## src/rtl/rv32_pkg.sv

```systemverilog
// Shared definitions for the RV32M multiply/divide unit.
//   OP_*    : funct3 encodings of the M-extension instructions
//   state_t : unit FSM states
//   XLEN    : default datapath width
package rv32_pkg;
  localparam int XLEN = 32;

  localparam logic [2:0] OP_MUL    = 3'd0;
  localparam logic [2:0] OP_MULH   = 3'd1;
  localparam logic [2:0] OP_MULHSU = 3'd2;
  localparam logic [2:0] OP_MULHU  = 3'd3;
  localparam logic [2:0] OP_DIV    = 3'd4;
  localparam logic [2:0] OP_DIVU   = 3'd5;
  localparam logic [2:0] OP_REM    = 3'd6;
  localparam logic [2:0] OP_REMU   = 3'd7;

  typedef enum logic [1:0] {
    IDLE = 2'd0,
    CALC = 2'd1,
    DONE = 2'd2
  } state_t;
endpackage

```

## src/rtl/muldiv_sign_fix.sv

```systemverilog
// Combinational sign handling for the multiply/divide unit.
// Entry side: turns raw operands into magnitudes plus sign flags,
// according to the signedness of the requested op.
// Exit side: applies sign correction to the unsigned iteration result
// and selects the architectural result for the latched op.
//   op, a, b          : raw request (entry)
//   a_mag, b_mag      : operand magnitudes
//   a_neg, b_neg      : operand treated as negative
//   op_q, *_neg_q     : latched op and sign flags (exit)
//   acc               : 2*WIDTH accumulator ({rem,quot} for divide)
//   res               : sign-corrected, selected result
module muldiv_sign_fix import rv32_pkg::*; #(
  parameter int WIDTH = XLEN
) (
  input  logic [2:0]         op,
  input  logic [WIDTH-1:0]   a,
  input  logic [WIDTH-1:0]   b,
  output logic [WIDTH-1:0]   a_mag,
  output logic [WIDTH-1:0]   b_mag,
  output logic               a_neg,
  output logic               b_neg,
  input  logic [2:0]         op_q,
  input  logic               a_neg_q,
  input  logic               b_neg_q,
  input  logic [2*WIDTH-1:0] acc,
  output logic [WIDTH-1:0]   res
);
  logic a_signed, b_signed, flip;
  logic [2*WIDTH-1:0] prod_s;
  logic [WIDTH-1:0]   quot_u, rem_u, quot_s, rem_s;

  always_comb begin
    a_signed = (op == OP_MUL) || (op == OP_MULH) || (op == OP_MULHSU) ||
               (op == OP_DIV) || (op == OP_REM);
    b_signed = (op == OP_MUL) || (op == OP_MULH) ||
               (op == OP_DIV) || (op == OP_REM);
    a_neg = a_signed & a[WIDTH-1];
    b_neg = b_signed & b[WIDTH-1];
    // Most negative value negates to itself, which is its correct magnitude
    a_mag = a_neg ? -a : a;
    b_mag = b_neg ? -b : b;
  end

  always_comb begin
    flip   = a_neg_q ^ b_neg_q;
    quot_u = acc[WIDTH-1:0];
    rem_u  = acc[2*WIDTH-1:WIDTH];
    prod_s = flip ? -acc : acc;
    quot_s = flip ? -quot_u : quot_u;
    // Remainder follows the dividend's sign
    rem_s  = a_neg_q ? -rem_u : rem_u;
    case (op_q)
      OP_MUL:                       res = prod_s[WIDTH-1:0];
      OP_MULH, OP_MULHSU, OP_MULHU: res = prod_s[2*WIDTH-1:WIDTH];
      OP_DIV, OP_DIVU:              res = quot_s;
      default:                      res = rem_s;
    endcase
  end
endmodule

```

## src/rtl/muldiv_unit.sv

```systemverilog
// Iterative RV32M multiply/divide unit. One shift-add (multiply) or
// restoring-subtract (divide) step per cycle; WIDTH steps per op.
// Divide-by-zero and signed overflow complete without iterating.
//   clk, rst          : clock, async active-high reset
//   start, op         : request (sampled only when idle), funct3
//   rs1_val, rs2_val  : operands A and B
//   rd_in             : destination register
//   busy              : unit occupied
//   done, we_out      : one-cycle writeback pulse
//   result, rd_out    : registered result and destination
module muldiv_unit import rv32_pkg::*; #(
  parameter int WIDTH  = XLEN,
  parameter int ADDR_W = 5
) (
  input  logic              clk,
  input  logic              rst,
  input  logic              start,
  input  logic [2:0]        op,
  input  logic [WIDTH-1:0]  rs1_val,
  input  logic [WIDTH-1:0]  rs2_val,
  input  logic [ADDR_W-1:0] rd_in,
  output logic              busy,
  output logic              done,
  output logic [WIDTH-1:0]  result,
  output logic [ADDR_W-1:0] rd_out,
  output logic              we_out
);
  localparam int CNT_W = $clog2(WIDTH) + 1;

  state_t             state, state_nxt;
  logic [CNT_W-1:0]   cnt;
  logic [2:0]         op_q;
  logic               a_neg_q, b_neg_q;
  logic [WIDTH-1:0]   bmag_q;
  logic [2*WIDTH-1:0] acc, acc_nxt;

  logic [WIDTH-1:0]   a_mag, b_mag, res_calc, fast_res;
  logic               a_neg, b_neg;
  logic               b_zero, ovf, fast, last;
  logic [WIDTH:0]     mul_sum;
  logic [WIDTH+1:0]   div_diff;
  logic               div_ge;

  muldiv_sign_fix #(.WIDTH(WIDTH)) u_sign (
    .op      (op),
    .a       (rs1_val),
    .b       (rs2_val),
    .a_mag   (a_mag),
    .b_mag   (b_mag),
    .a_neg   (a_neg),
    .b_neg   (b_neg),
    .op_q    (op_q),
    .a_neg_q (a_neg_q),
    .b_neg_q (b_neg_q),
    .acc     (acc_nxt),
    .res     (res_calc)
  );

  // Fast paths, evaluated on the raw request
  always_comb begin
    b_zero   = (rs2_val == '0);
    ovf      = ((op == OP_DIV) || (op == OP_REM)) &&
               (rs1_val == {1'b1, {(WIDTH-1){1'b0}}}) && (rs2_val == '1);
    fast     = op[2] && (b_zero || ovf);
    if (b_zero) fast_res = op[1] ? rs1_val : '1;
    else        fast_res = op[1] ? '0 : rs1_val;
  end

  // One iteration step. acc holds {partial product, multiplier} for
  // multiply and {partial remainder, dividend/quotient} for divide.
  always_comb begin
    mul_sum  = {1'b0, acc[2*WIDTH-1:WIDTH]} + (acc[0] ? {1'b0, bmag_q} : '0);
    div_diff = {1'b0, acc[2*WIDTH-1:WIDTH-1]} - {2'b0, bmag_q};
    // Without a borrow the difference is below the divisor, so bit WIDTH is clear
    div_ge   = ~(div_diff[WIDTH+1] | div_diff[WIDTH]);
    if (op_q[2])
      acc_nxt = div_ge ? {div_diff[WIDTH-1:0], acc[WIDTH-2:0], 1'b1}
                       : {acc[2*WIDTH-2:0], 1'b0};
    else
      acc_nxt = {mul_sum, acc[WIDTH-1:1]};
  end

  assign last = (cnt == CNT_W'(1));

  always_ff @(posedge clk or posedge rst) begin
    if (rst) state <= IDLE;
    else     state <= state_nxt;
  end

  always_comb begin
    state_nxt = state;
    case (state)
      IDLE:    if (start) state_nxt = fast ? DONE : CALC;
      CALC:    if (last)  state_nxt = DONE;
      DONE:    state_nxt = IDLE;
      default: state_nxt = IDLE;
    endcase
  end

  always_ff @(posedge clk or posedge rst) begin
    if (rst) begin
      cnt     <= '0;
      op_q    <= '0;
      a_neg_q <= 1'b0;
      b_neg_q <= 1'b0;
      bmag_q  <= '0;
      acc     <= '0;
      result  <= '0;
      rd_out  <= '0;
    end else begin
      case (state)
        IDLE: if (start) begin
          op_q    <= op;
          rd_out  <= rd_in;
          a_neg_q <= a_neg;
          b_neg_q <= b_neg;
          bmag_q  <= b_mag;
          acc     <= {{WIDTH{1'b0}}, a_mag};
          cnt     <= CNT_W'(WIDTH);
          if (fast) result <= fast_res;
        end
        CALC: begin
          acc <= acc_nxt;
          cnt <= cnt - CNT_W'(1);
          // Final step: register the corrected result on the way into DONE
          if (last) result <= res_calc;
        end
        default: ;
      endcase
    end
  end

  assign busy   = (state != IDLE);
  assign done   = (state == DONE);
  assign we_out = done;
endmodule

```

## config.mk

```make
export PLATFORM = sky130hd
export DESIGN_NAME = muldiv_unit
export DESIGN_NICKNAME = d
export VERILOG_FILES = /design/src/rtl/rv32_pkg.sv /design/src/rtl/muldiv_sign_fix.sv /design/src/rtl/muldiv_unit.sv
export SDC_FILE = /design/constraint.sdc
export NUM_CORES = 1
export LEC_CHECK = 0
export BUFFER_PORTS_ARGS = -buffer_cell sky130_fd_sc_hd__buf_2
export CORE_UTILIZATION = 60
export DETAILED_ROUTE_END_ITERATION = 12
export HOLD_SLACK_MARGIN = 0.03
export PLACE_DENSITY_LB_ADDON = 0.15
export SLEW_MARGIN = 0
export SYNTH_ARGS = -nofsm -noshare
export SYNTH_HDL_FRONTEND = slang
export SYNTH_SLANG_ARGS = --single-unit
export TNS_END_PERCENT = 50
```

## constraint.sdc

```tcl
create_clock -name clk -period 8.4 [get_ports clk]
set_input_delay 0.84 -clock clk [delete_from_list [all_inputs] [get_ports clk]]
set_output_delay 0.84 -clock clk [all_outputs]
set_load 0.01 [all_outputs]
```

==> out/results.tsv <==
stage	metric	value	unit
status	result of the run	complete, no violations	
timing	Sum Neg Setup Slack	0	ns
worst_setup_path	endpoint class of the critical path	flip-flop	
cts	CTS HTree Levels	4	
timing	RSZ-0062 raised after global routing	false	
logic_synthesis	number of different library cells in the post-synthesis netlist	101	
finish	share of layout cells above drive strength 1	10.6	%
logic_synthesis	cell accounting for the most synthesized area	dfrtp_1	
timing	number of setup violations in the final report	0	
placement	placement-stage cell area	16600	um^2
logic_synthesis	flip-flop cell with the highest count after synthesis	dfrtp_1	
job	number of maximum-capacitance constraint violations	0	
min_path	Worst Hold Path Cells	2	
detailed_routing	routed length per placed instance	25.3	um
worst_setup_path	Critical-path top delay cell	nor4_1	
global_routing	initial antenna violation count	1	
timing	setup skew after layout	0.0150	ns
detailed_routing	ANT nets after route	0	
detailed_routing	Pre-antenna DRT Iters	6	
floorplan	count of pins on the block boundary	115	
floorplan	initial standard-cell utilization of the core	61.0	%
logic_synthesis	register bit total from synthesis	146	
detailed_routing	routed wire length	64.5	mm
finish	Area Overhead vs Synth	8.77	%
cts	Root Driver	clkbuf_16	
min_path	Hold Path Class	reg2reg	
logic_synthesis	portion of the post-synthesis area used by sequential elements	23.1	%
timing	slew margin rel.	3.88	%
floorplan	Die Wd	165	um
worst_setup_path	CP arrival	7.57	ns
cts	worst-skew pair later-pin latency	0.46	ns
cts	Clock Pin Slew Worst Setup and Hold Paths	0.08	ns
cts	total CTS buffers	17	
logic_synthesis	top-area cell type share of the netlist area	23.1	%
logic_synthesis	post-synthesis average cell area	7.33	um^2
global_routing	via count of the first global-routing pass	15900	
floorplan	total core area	26000	um^2
worst_setup_path	category of the critical setup timing path	reg2reg	
logic_synthesis	synthesized cell area	15900	um^2
timing	pins over their slew limit	0	
timing	slew at the pin closest to its max-slew limit	1.43	ns
detailed_routing	vias after detailed routing	18100	
placement	input/output buffers	114	
cts	total number of clock tree sinks	146	
worst_setup_path	required time worst endpoint	8.69	ns
logic_synthesis	largest cells by area after synthesis	dfrtp_1 (23%), nand2_1 (7.2%), o21ai_0 (6.8%)	
global_routing	total routing resource utilization after global routing	46.9	%
logic_synthesis	top-count cell post-synth	nand2_1	
detailed_routing	Avg Vias per Cell	7.10	
global_routing	wire length of the first global-routing pass	94.6	mm
finish	final-stage net count	2346	
placement	HPWL after detailed placement	48.0	mm
timing	hold violation count in the final report	0	
detailed_routing	number of design-rule violations left by the first detailed-router iteration	2846	
logic_synthesis	top cells by instance count after synthesis	nand2_1 (303), o21ai_0 (214), a21oi_1 (180)	
worst_setup_path	Critical Path Fanout Max	20	
logic_synthesis	count of mapped cells out of synthesis	2161	
timing	final worst path period need	7.29	ns
finish	area of all placed cells without fillers	17200	um^2
detailed_routing	remaining design rule violation count	0	
floorplan	row count	59	
timing	Fmax achieved	0.137	GHz
timing	final critical-path share of the clock period	86.8	%
global_routing	maximum number of pins on one net before global-route repair	102	
cts	buffer count from post-CTS setup fixing	0	
cts	TritonCTS clock tree	done	
worst_setup_path	reg-to-reg slack, setup	1.11	ns
logic_synthesis	yosys warns	0	
cts	post-cts sizing count	0	
global_routing	leftover overflow at the end of global routing	0	
worst_setup_path	slowest cell delay on critical path	0.59	ns
cts	CTS max path bufs	2	
logic_synthesis	post-synth net total	2309	
placement	Final Wtd Congestion	1.06	
floorplan	Total Die Area	27100	um^2
logic_synthesis	EDFF count, synth	0	
floorplan	Die Span Y	165	um
worst_setup_path	depth of the worst register-to-register path	26	
worst_setup_path	Worst setup SP type	flip-flop	
cts	hold-fix buffers at CTS	0	
logic_synthesis	FFs w/ async S/R, synth	100	%
worst max-delay path: cells and delay by family (launching register included):
family	cells	cell delay, ns
and+or+nand+nor	9	2.76
buffers and inverters	3	0.35
adders and majority gates	3	0.82
DFF	1	0.41
AOI/OAI and AO/OA	10	2.59
xor gates and xnor gates	1	0.18
cells by family (layout without fill, tap and decap cells):
| family | Yosys count | after routing | share of synthesized area, % |
|---|---|---|---|
| buffers and inverters | 195 | 245 | 4.85 |
| AO/OA/AOI/OAI | 709 | 709 | 29.1 |
| adder cells (fa/ha/maj) | 73 | 73 | 5.86 |
| multiplexers | 47 | 47 | 3.00 |
| other | 0 | 1 | 0 |
| XOR/XNOR | 172 | 172 | 9.50 |
| AND/OR/NAND/NOR | 819 | 819 | 24.6 |
| flip-flops | 146 | 146 | 23.1 |
worst paths after layout:
check | from | to
min in group asynchronous | rst | bmag_q[17]
max in group asynchronous | rst | op_q[2]
hold reg to reg | rd_out[0] | rd_out[0]
hold / removal | rd_out[0] | rd_out[0]
setup / recovery | acc[31] | result[30]
setup reg to reg | acc[31] | result[30]
through the flow:
step / setup WS, ns / utilization [%] / instances / hold WS [ns]
after floorplan: 2.30 / - / 2161 / 0.446
after global placement: 1.57 / 63.9 / 2514 / 0.454
after detailed placement: 1.38 / 63.9 / 2514 / 0.466
after CTS: 1.31 / 66.3 / 2546 / 0.483
after global routing: 0.632 / 66.3 / 2547 / 0.508
final: 1.11 / 66.3 / 2547 / 0.480
cell usage in the layout (no fill, tap or decap), types with 10 or more instances in the layout:
cell,n
a211oi_1,20
a21boi_0,10
a21o_1,27
a21oi_1,180
a221oi_1,15
a31oi_1,31
and2_1,46
and3_1,19
buf_2,114
buf_4,29
clkbuf_16,17
dfrtp_1,145
ha_1,71
inv_1,68
mux2i_1,43
nand2_1,302
nand2b_1,19
nand3_1,84
nand4_1,24
nor2_1,152
nor2b_1,14
nor3_1,73
nor4_1,24
o211ai_1,18
o21a_1,10
o21ai_0,214
o221ai_1,36
o31ai_1,25
or3_1,12
xnor2_1,88
xor2_1,82
sequential cells by signal, indices dropped and copies added, names as in the netlist:
name and count:
acc 64, result 32, op_q 3, state 2, a_neg_q 1, cnt 6, b_neg_q 1, rd_out 5
bmag_q 32
final cells by class:
type	count	area [um^2]
Multi-Input combinational cell	1820	11500
Fill cell	2314	8740
Sequential cell	146	3660
Timing Repair Buffer	143	788
Clock buffer	18	439
Tap cell	335	419
Inverter	70	268
Clock inverter	14	184
Antenna cell	1	2.50
layer usage:
metal | GRT usage (%) | routed length [um]
met5 | 3.41 | 77
met3 | 15.2 | 9280
met1 | 64.1 | 25500
met4 | 18.7 | 3120
met2 | 67.5 | 26500
Power is not shown: default switching activity piles up to over one toggle a cycle in this logic, so the estimate is an artifact.
